<file path="src/rtl/store_commit_queue_if.sv">
// Handshake and data bundle between the issue stage, ROB, load unit and data cache
// and the store commit queue.
interface store_commit_queue_if;
  logic        st_valid;
  logic        st_ready;
  logic [31:0] st_instr_no;
  logic [31:0] st_base;
  logic [15:0] st_offset;
  logic [31:0] st_data;

  logic        done_valid;
  logic [31:0] done_instr_no;
  logic        done_exc;

  logic        commit_valid;
  logic [31:0] commit_instr_no;
  logic        commit_err;
  logic        flush;

  logic [31:0] ld_chk_addr;
  logic        ld_conflict;

  logic        dc_wr_req;
  logic [31:0] dc_addr;
  logic [31:0] dc_wdata;
  logic        dc_ack;

  modport master (
    output st_valid, st_instr_no, st_base, st_offset, st_data,
    output commit_valid, commit_instr_no, flush, ld_chk_addr, dc_ack,
    input  st_ready, done_valid, done_instr_no, done_exc, commit_err,
    input  ld_conflict, dc_wr_req, dc_addr, dc_wdata
  );

  modport slave (
    input  st_valid, st_instr_no, st_base, st_offset, st_data,
    input  commit_valid, commit_instr_no, flush, ld_chk_addr, dc_ack,
    output st_ready, done_valid, done_instr_no, done_exc, commit_err,
    output ld_conflict, dc_wr_req, dc_addr, dc_wdata
  );
endinterface

</file>
<file path="src/rtl/store_commit_queue.sv">
// Store commit queue: computes store EA, reports completion, holds stores until ROB commit,
// then drains committed stores in order to the data cache over req/ack.
module store_commit_queue #(
  parameter int DEPTH = 8,
  parameter int AW    = 3
) (
  input  logic               clk,
  input  logic               rst,
  store_commit_queue_if.slave bus
);

  typedef enum logic {S_IDLE, S_REQ} state_t;

  localparam logic [AW:0] PTR_ONE   = {{AW{1'b0}}, 1'b1};
  localparam logic [AW:0] PTR_DEPTH = {1'b1, {AW{1'b0}}};

  state_t            r_state, w_state_nxt;
  logic [AW:0]       r_head, r_cptr, r_tail;
  logic [31:0]       r_ea    [DEPTH];
  logic [31:0]       r_data  [DEPTH];
  logic [31:0]       r_instr [DEPTH];
  logic [DEPTH-1:0]  r_exc;

  logic              r_pend_vld, r_pend_exc;
  logic [31:0]       r_pend_instr;
  logic              r_done_vld, r_done_exc, r_commit_err;
  logic [31:0]       r_done_instr, r_dc_addr, r_dc_wdata;

  logic [AW:0]       w_count, w_cptr_nxt;
  logic [AW-1:0]     w_hidx, w_cidx, w_tidx;
  logic [31:0]       w_ea;
  logic              w_full, w_st_ready, w_acc;
  logic              w_cmt_ok, w_cmt_err;
  logic              w_pop, w_load, w_conf;
  logic              w_unused_ok;

  assign w_hidx  = r_head[AW-1:0];
  assign w_cidx  = r_cptr[AW-1:0];
  assign w_tidx  = r_tail[AW-1:0];
  assign w_count = r_tail - r_head;
  assign w_full  = (w_count == PTR_DEPTH);

  assign w_ea       = bus.st_base + {{16{bus.st_offset[15]}}, bus.st_offset};
  assign w_st_ready = !rst && !bus.flush && !w_full;
  assign w_acc      = bus.st_valid && w_st_ready;

  assign w_cmt_ok   = bus.commit_valid && (r_cptr != r_tail) &&
                      (r_instr[w_cidx] == bus.commit_instr_no);
  assign w_cmt_err  = bus.commit_valid && !w_cmt_ok;
  assign w_cptr_nxt = w_cmt_ok ? (r_cptr + PTR_ONE) : r_cptr;

  // Drain FSM: misaligned entries retire in IDLE without touching the cache.
  always_ff @(posedge clk) begin
    if (rst) r_state <= S_IDLE;
    else     r_state <= w_state_nxt;
  end

  always_comb begin
    w_state_nxt = r_state;
    w_pop       = 1'b0;
    w_load      = 1'b0;
    case (r_state)
      S_IDLE: begin
        if (r_head != r_cptr) begin
          if (r_exc[w_hidx]) begin
            w_pop = 1'b1;
          end else begin
            w_load      = 1'b1;
            w_state_nxt = S_REQ;
          end
        end
      end
      S_REQ: begin
        if (bus.dc_ack) begin
          w_pop       = 1'b1;
          w_state_nxt = S_IDLE;
        end
      end
      default: w_state_nxt = S_IDLE;
    endcase
  end

  always_ff @(posedge clk) begin
    if (w_acc) begin
      r_ea[w_tidx]    <= w_ea;
      r_data[w_tidx]  <= bus.st_data;
      r_instr[w_tidx] <= bus.st_instr_no;
      r_exc[w_tidx]   <= |w_ea[1:0];
    end
  end

  always_ff @(posedge clk) begin
    if (rst) begin
      r_head       <= '0;
      r_cptr       <= '0;
      r_tail       <= '0;
      r_pend_vld   <= 1'b0;
      r_pend_exc   <= 1'b0;
      r_pend_instr <= '0;
      r_done_vld   <= 1'b0;
      r_done_exc   <= 1'b0;
      r_done_instr <= '0;
      r_commit_err <= 1'b0;
      r_dc_addr    <= '0;
      r_dc_wdata   <= '0;
    end else begin
      if (w_pop) r_head <= r_head + PTR_ONE;
      r_cptr <= w_cptr_nxt;
      // Flush trims the uncommitted region after this cycle's commit has landed.
      if (bus.flush)  r_tail <= w_cptr_nxt;
      else if (w_acc) r_tail <= r_tail + PTR_ONE;

      r_pend_vld   <= w_acc;
      r_pend_exc   <= |w_ea[1:0];
      r_pend_instr <= bus.st_instr_no;
      r_done_vld   <= r_pend_vld && !bus.flush;
      r_done_exc   <= r_pend_vld && !bus.flush && r_pend_exc;
      if (r_pend_vld) r_done_instr <= r_pend_instr;

      r_commit_err <= w_cmt_err;

      if (w_load) begin
        r_dc_addr  <= {r_ea[w_hidx][31:2], 2'b00};
        r_dc_wdata <= r_data[w_hidx];
      end
    end
  end

  // RAW check covers every live entry, including the one currently in REQ.
  always_comb begin
    w_conf = 1'b0;
    for (int i = 0; i < DEPTH; i++) begin
      if (({1'b0, AW'(i) - w_hidx} < w_count) &&
          (r_ea[i][31:2] == bus.ld_chk_addr[31:2]))
        w_conf = 1'b1;
    end
  end

  assign w_unused_ok = &{1'b0, bus.ld_chk_addr[1:0]};

  assign bus.st_ready      = w_st_ready;
  assign bus.done_valid    = r_done_vld;
  assign bus.done_instr_no = r_done_instr;
  assign bus.done_exc      = r_done_exc;
  assign bus.commit_err    = r_commit_err;
  assign bus.ld_conflict   = w_conf;
  assign bus.dc_wr_req     = (r_state == S_REQ);
  assign bus.dc_addr       = r_dc_addr;
  assign bus.dc_wdata      = r_dc_wdata;

endmodule

</file>
<file path="src/flat_wrapper.sv">
// flat-port wrapper written by rule: the top's interface ports become plain ports
module store_commit_queue_flat 
#(
  parameter int DEPTH = 8,
  parameter int AW    = 3
)
  (clk, rst, bus_st_valid, bus_st_instr_no, bus_st_base, bus_st_offset, bus_st_data, bus_commit_valid, bus_commit_instr_no, bus_flush, bus_ld_chk_addr, bus_dc_ack, bus_st_ready, bus_done_valid, bus_done_instr_no, bus_done_exc, bus_commit_err, bus_ld_conflict, bus_dc_wr_req, bus_dc_addr, bus_dc_wdata);
  store_commit_queue_if bus_i ();
  input  logic clk;
  input  logic rst;
  input wire logic [$bits(bus_i.st_valid)-1:0] bus_st_valid;
  input wire logic [$bits(bus_i.st_instr_no)-1:0] bus_st_instr_no;
  input wire logic [$bits(bus_i.st_base)-1:0] bus_st_base;
  input wire logic [$bits(bus_i.st_offset)-1:0] bus_st_offset;
  input wire logic [$bits(bus_i.st_data)-1:0] bus_st_data;
  input wire logic [$bits(bus_i.commit_valid)-1:0] bus_commit_valid;
  input wire logic [$bits(bus_i.commit_instr_no)-1:0] bus_commit_instr_no;
  input wire logic [$bits(bus_i.flush)-1:0] bus_flush;
  input wire logic [$bits(bus_i.ld_chk_addr)-1:0] bus_ld_chk_addr;
  input wire logic [$bits(bus_i.dc_ack)-1:0] bus_dc_ack;
  output wire logic [$bits(bus_i.st_ready)-1:0] bus_st_ready;
  output wire logic [$bits(bus_i.done_valid)-1:0] bus_done_valid;
  output wire logic [$bits(bus_i.done_instr_no)-1:0] bus_done_instr_no;
  output wire logic [$bits(bus_i.done_exc)-1:0] bus_done_exc;
  output wire logic [$bits(bus_i.commit_err)-1:0] bus_commit_err;
  output wire logic [$bits(bus_i.ld_conflict)-1:0] bus_ld_conflict;
  output wire logic [$bits(bus_i.dc_wr_req)-1:0] bus_dc_wr_req;
  output wire logic [$bits(bus_i.dc_addr)-1:0] bus_dc_addr;
  output wire logic [$bits(bus_i.dc_wdata)-1:0] bus_dc_wdata;
  assign bus_i.st_valid = bus_st_valid;
  assign bus_i.st_instr_no = bus_st_instr_no;
  assign bus_i.st_base = bus_st_base;
  assign bus_i.st_offset = bus_st_offset;
  assign bus_i.st_data = bus_st_data;
  assign bus_i.commit_valid = bus_commit_valid;
  assign bus_i.commit_instr_no = bus_commit_instr_no;
  assign bus_i.flush = bus_flush;
  assign bus_i.ld_chk_addr = bus_ld_chk_addr;
  assign bus_i.dc_ack = bus_dc_ack;
  assign bus_st_ready = bus_i.st_ready;
  assign bus_done_valid = bus_i.done_valid;
  assign bus_done_instr_no = bus_i.done_instr_no;
  assign bus_done_exc = bus_i.done_exc;
  assign bus_commit_err = bus_i.commit_err;
  assign bus_ld_conflict = bus_i.ld_conflict;
  assign bus_dc_wr_req = bus_i.dc_wr_req;
  assign bus_dc_addr = bus_i.dc_addr;
  assign bus_dc_wdata = bus_i.dc_wdata;
  store_commit_queue #(.DEPTH(DEPTH), .AW(AW)) u_core (.clk(clk), .rst(rst), .bus(bus_i));
endmodule
</file>
<file path="config.mk">
export PLATFORM = sky130hd
export DESIGN_NAME = store_commit_queue_flat
export DESIGN_NICKNAME = d
export VERILOG_FILES = /design/src/rtl/store_commit_queue_if.sv /design/src/rtl/store_commit_queue.sv /design/src/flat_wrapper.sv
export SDC_FILE = /design/constraint.sdc
export NUM_CORES = 1
export LEC_CHECK = 0
export BUFFER_PORTS_ARGS = -buffer_cell sky130_fd_sc_hd__buf_2
export CAP_MARGIN = 0
export CORE_MARGIN = 2
export CORE_UTILIZATION = 46
export CTS_CLUSTER_DIAMETER = 40
export CTS_CLUSTER_SIZE = 28
export DETAILED_ROUTE_END_ITERATION = 6
export PLACE_DENSITY = 0.62
export SYNTH_ARGS = -nofsm -noshare
export SYNTH_HDL_FRONTEND = slang
export SYNTH_SLANG_ARGS = --single-unit
</file>
<file path="constraint.sdc">
create_clock -name clk -period 17.8 [get_ports clk]
set_clock_uncertainty 0.1 [all_clocks]
set_input_delay 1.78 -clock clk [delete_from_list [all_inputs] [get_ports clk]]
set_output_delay 1.78 -clock clk [all_outputs]
set_load 0.01 [all_outputs]
</file>
# [Yosys cells after proc, flatten, opt, wreduce, memory -nomap -nowiden]
# Memory sizes are Yosys's and may differ from the RTL's. A register that Yosys moved wholly into a read port is not among the register bits.
# Index checks and enable logic that the tools add are counted.
[word_totals] register_bits=90 input_bits=182 memories=3 ramBits=768 out_inout_bits=102
[classes] n_mux=28 n_eq_ne=12 n_reduce_logical=23 n_bitwise=1 add_sub_neg=13 order_cmp=11
[mem_list] name="u_core.r_data" depth=8 width=32 read_ports=1 rd_ports_with_merged_regs=1 write_ports=1 line="store_commit_queue.sv:20" text="logic [31:0] r_data [DEPTH];"
[mem_list] name="u_core.r_ea" depth=8 width=32 read_ports=9 rd_ports_with_merged_regs=1 write_ports=1 line="store_commit_queue.sv:19" text="logic [31:0] r_ea [DEPTH];"
[mem_list] name="u_core.r_instr" depth=8 width=32 read_ports=1 rd_ports_with_merged_regs=1 write_ports=1 line="store_commit_queue.sv:21" text="logic [31:0] r_instr [DEPTH];"
[op_table] op="$eq A30 B30 Y1" n=8
[op_table] op="$add A32 B32 Y32" n=1
[op_table] op="$eq A32 B32 Y1" n=1
[op_table] op="$lt A3 B4 Y1" n=8
[op_table] op="$mux W1" n=19
[op_table] op="$logic_and A1 B1 Y1" n=17
[op_table] op="$add A4 B1 Y4 const B" n=3
[op_table] op="$mux W4" n=3
[op_table] op="$sub A3 B3 Y3 const A" n=4
[op_table] op="$bwmux W8" n=1
[op_table] op="$lt A3 B4 Y1 const B" n=2
[op_table] op="$ne A4 B4 Y1" n=2
[op_table] op="$sub A1 B3 Y3 const A" n=2
[op_table] op="$sub A2 B3 Y3 const A" n=2
[op_table] op="$eq A4 B4 Y1 const B" n=1
[op_table] op="$logic_not A1 Y1" n=4
[op_table] op="$pmux W1 S2" n=2
[op_table] op="$sub A4 B4 Y4" n=1
[op_table] op="$bmux W1 S3" n=1
[op_table] op="$demux W1 S3" n=1
[op_table] op="$ge A3 B1 Y1 const B" n=1
[op_table] op="$mux W3" n=1
[op_table] op="$reduce_bool A2 Y1" n=1
[op_table] op="$reduce_or A2 Y1" n=1
[op_table] op="$not A1 Y1" n=1

# [Longest topological paths before layout]
[depth] word_depth=11 ltp_mapped=13

# [Least setup slack after synthesis]
# No wires, ideal clock.
[synth_path] path_kind="input-to-reg" start="input bus_flush" end="memory u_core.r_data[0][0] (enable)" arrival_ps=9099 n_path_buf=2 path_slack_ps=7936 setup_time_ps=665 cell_stages=6 cell_sequence="clkbuf_1 -> nor2_1 -> o311a_1 -> clkbuf_1 -> nand2_1 -> nor3_1"
[synth_between] elab_chain_len=6
[synth_lines] item="from (decl)" line="flat_wrapper.sv:18" text="input wire logic [$bits(bus_i.flush)-1:0] bus_flush;"
[synth_lines] item="$logic_not A1 Y1" line="store_commit_queue.sv:44" text="assign w_st_ready = !rst && !bus.flush && !w_full;"
[synth_lines] item="$logic_and A1 B1 Y1 (2 in series)" line="store_commit_queue.sv:44"
[synth_lines] item="$logic_and A1 B1 Y1" line="store_commit_queue.sv:45" text="assign w_acc = bus.st_valid && w_st_ready;"
[synth_lines] item="$mux W1" line="store_commit_queue.sv:84" text="if (w_acc) begin"
[synth_lines] item="$mux W1 (not written as such)" line="store_commit_queue.sv:86" text="r_data[w_tidx] <= bus.st_data;"
[synth_lines] item="to (decl)" line="store_commit_queue.sv:20"
# Every way passes these cells.

# [Worst setup path after layout]
[layout_path] start="input bus_ld_chk_addr[25]" end="output bus_ld_conflict"
[layout_between] elab_chain_len=10 elab_cells_between_ends=24
[layout_lines] item="from (decl)" line="flat_wrapper.sv:19" text="input wire logic [$bits(bus_i.ld_chk_addr)-1:0] bus_ld_chk_addr;"
[layout_lines] item="$eq A30 B30 Y1" line="store_commit_queue.sv:134" text="(r_ea[i][31:2] == bus.ld_chk_addr[31:2]))"
[layout_lines] item="$logic_and A1 B1 Y1" line="store_commit_queue.sv:133" text="if (({1'b0, AW'(i) - w_hidx} < w_count) &&"
[layout_lines] item="$mux W1 (7 in series)" line="store_commit_queue.sv:133"
[layout_lines] item="$mux W1 *" line="store_commit_queue.sv:133"
[layout_lines] item="to (decl)" line="flat_wrapper.sv:26" text="output wire logic [$bits(bus_i.ld_conflict)-1:0] bus_ld_conflict;"
# Every way passes the cells marked *; elsewhere a longest branch is shown, timed or not.

==> results.cfg <==
[setup_path]
crit_buf_inv = 2
cp-start-kind = input pin
end_kind = output port
cpPeakStageDelay_ns = 0.74
crit_type = in2out
crit_required_ns = 15.92
worstPathArrival_ns = 4.79
path_cells = buf_2, xnor2_1, nand4_1, or4_1, nor4_1, mux2_2, a22oi_1, or4b_2, buf_2
critical-path-top-delay-family = simple AND/OR/NAND/NOR gates
cp_common_cell = buf_2
path_max_fanout = 8
critPathSlowestCell = nor4_1

[timing]
finalCriticalPeriod_ns = 6.67
finalHoldViolCount = 0
slew_headroom_pct = 14.2
worst_pin_slew_ns = 1.28
finalSetupViolCount = 0
period_share_pct = 37.5
tns_ns = 0
rsz0062_at_grt = no
final_max_slew_viol_count = 0
fmax_mhz = 150

[pwr]
peakVddDrop_mv = 0.0952
p_sw_share_pct = 22.0
netSwitchingPower_uw = 1140
p_per_area_nw_per_um2 = 115
leakage_uw = 0.0150
power_frac_clock_pct = 49.5
seqPwrFrac_pct = 45.5
internal_power_uw = 4040
pwr-share-comb_pct = 5.0
p_total_uw = 5180

[global_route]
gr-max-usage-layer = met2
use_met3_pct = 4.71
grtUsageMet1_pct = 30.7
grt_overflow_total = 0
antenna_found_initial = 17
track_usage_pct = 23.5
grt_pass1_vias = 22500
grt_pass1_wl_um = 147000
gr-usage-met2_pct = 39.7
grt_max_degree = 114

[clock_network]
cts_tree = built
clkLatencyLatePin_ns = 0.68
clock_path_buffers = 3
cts_max_level = 3
clock_sinks = 904
cts_resized = 0
numCtsBuffers = 120
hold_buffers = 0
clockRootBuffer = clkbuf_16
clkTransAtPathRegs_ns = 0.05
cts_setup_buffers = 0

[layout]
nFillCells = 6560
drive_gt1_share_pct = 26.6
final-seq-area_um2 = 25700
areaGrowthSynthToFinish_pct = 18.1
multi_input_area_um2 = 11900
nNetsFinal = 2877

[yosys]
synth.most_common_cell = edfxtp_1
synth_common_cells = 760 x edfxtp_1, 218 x xnor2_1, 172 x mux4_2
syn_area_um2 = 38200
synth.avg_cell_area_um2 = 16.3
syn-instance-count = 2352
ys.warnings.count = 0
yosys.area.top_type = edfxtp_1
synthFlopType = edfxtp_1
ys_types = 62
async_flop_share_pct = 0
synth-edff-count = 760
synth_seq_area_share_pct = 67.2
ys_ff_latch = 904
synthTopCellsByArea = edfxtp_1 60%, mux4_2 10%, dfxtp_1 7.5%, xnor2_1 5.0%, xor2_1 2.2%
yosysTopAreaCellShare_pct = 59.7

[hold_path]
hold_path.class = reg2reg

[route]
antenna_left = 0
drtPass1Iterations = 5
dr.first_iter.drc_count = 1750
wl_um = 101000
route.vias.total = 22100
drc = 0
wl_per_cell_um = 26.4
viasPerCell = 5.77

[floorplanning]
die_area_um2 = 85400
pin_count = 284
fp.coreArea_um2 = 82200
die_x_um = 292
fp.dieH_um = 292
start_util_pct = 46.5
core.rowCount = 105

[place]
dp_hpwl_um = 62700
gp_congestion = 0.944
io_buffers = 279

[status]
status = complete, no violations

[run]
drv_cap = 0
## per-layer routing
layer | vias up | part of all wire [%]
met1 | 11300 | 41
met3 | 162 | 7.4
met5 | - | 0.11
met4 | 18 | 2.5
li1 | 9739 | -
met2 | 844 | 49
## power by group through the flow
| stage | clock [uW] | combinational (uW) | sequential [uW] |
|---|---|---|---|
| after floorplan | 0 | 143 | 2400 |
| after global placement | 0 | 246 | 2400 |
| after detailed placement | 0 | 255 | 2400 |
| after CTS | 2610 | 257 | 2350 |
| after global routing | 2700 | 277 | 2360 |
| final | 2570 | 259 | 2360 |
## cell usage in the layout, fill, tap and decap left out, types with 40 or more instances in the layout
master / Yosys / final
xor2_1: 94 / 94
ha_1: 42 / 42
nor2b_1: 40 / 40
xnor2_1: 218 / 218
buf_2: 12 / 278
dfxtp_1: 144 / 137
mux2i_1: 77 / 77
nand4_1: 49 / 49
clkbuf_16: 0 / 122
mux4_2: 172 / 172
nand2_1: 146 / 146
nor2_1: 129 / 124
edfxtp_1: 760 / 760
a311oi_1: 64 / 64
## final cells by class
cell class | count | area share, %
inverters | 22 | 0.189
diodes | 3 | 0.0166
clock inverters | 90 | 2.73
repair buffers | 309 | 3.63
flip-flops and latches | 904 | 57.0
multi-input cells | 1293 | 26.4
clock buffers | 139 | 7.04
well taps | 1070 | 2.97
## per-stage QoR
stage | utilization, % | std cells | instance area, um2 | worst slack [ns] | hold WS, ns
2_1_floorplan | - | 2353 | 38200 | 7.94 | 0.337
3_3_place_gp | 49.5 | 3598 | 40700 | 11.27 | 0.343
3_5_place_dp | 49.5 | 3598 | 40700 | 11.31 | 0.360
4_1_cts | 54.9 | 3827 | 45100 | 11.27 | 0.370
5_1_grt | 54.9 | 3830 | 45100 | 11.17 | 0.391
6_report | 54.9 | 3830 | 45100 | 11.13 | 0.364
## registers in the layout, indices dropped and copies added (netlist names)
| name | flops |
|---|---|
| u_core.r_instr | 256 |
| u_core.r_pend_instr | 32 |
| u_core.r_ea | 240 |
| u_core.r_cptr | 4 |
| u_core.r_exc | 8 |
| u_core.r_pend_vld | 1 |
| u_core.bus.done_exc | 1 |
| u_core.bus.done_instr_no | 32 |
| u_core.r_tail | 4 |
| u_core.bus.dc_addr | 30 |
| u_core.r_head | 4 |
| u_core.bus.done_valid | 1 |
| u_core.bus.dc_wr_req | 1 |
| u_core.bus.commit_err | 1 |
| u_core.bus.dc_wdata | 32 |
| u_core.r_data | 256 |
| u_core.r_pend_exc | 1 |
## worst paths after layout
path	startpoint	slack, ns	cells past startpoint	endpoint
setup / recovery	bus_ld_chk_addr[25]	11.13	9	bus_ld_conflict
hold / removal	u_core.r_pend_instr[1]$_SDFF_PP0_	0.36	2	u_core.bus.done_instr_no[1]$_SDFFE_PP0P_
setup reg to reg	u_core.r_head[2]$_SDFFE_PP0P_	12.27	9	u_core.r_ea[4][7]$_DFFE_PP_
hold reg to reg	u_core.r_pend_instr[1]$_SDFF_PP0_	0.36	2	u_core.bus.done_instr_no[1]$_SDFFE_PP0P_
## worst min-delay path, cell delays in order (launching register included)
cell,delay (ns)
dfxtp_1,0.30
mux2i_1,0.06
nor2_1,0.07
## cell families (layout without fill, tap and decap cells)
logic type / after synthesis / in the layout / share of synthesized area (%)
compound gates: 206 / 206 / 3.98
xor+xnor: 312 / 312 / 7.15
fa+ha+maj: 45 / 45 / 1.53
buf+inv: 156 / 560 / 1.71
flops: 904 / 904 / 67.2
mux: 267 / 267 / 12.7
other cells: 1 / 5 / 0.00981
simple gates: 461 / 461 / 5.68
No activity file was read; power rests on OpenSTA's default activity.
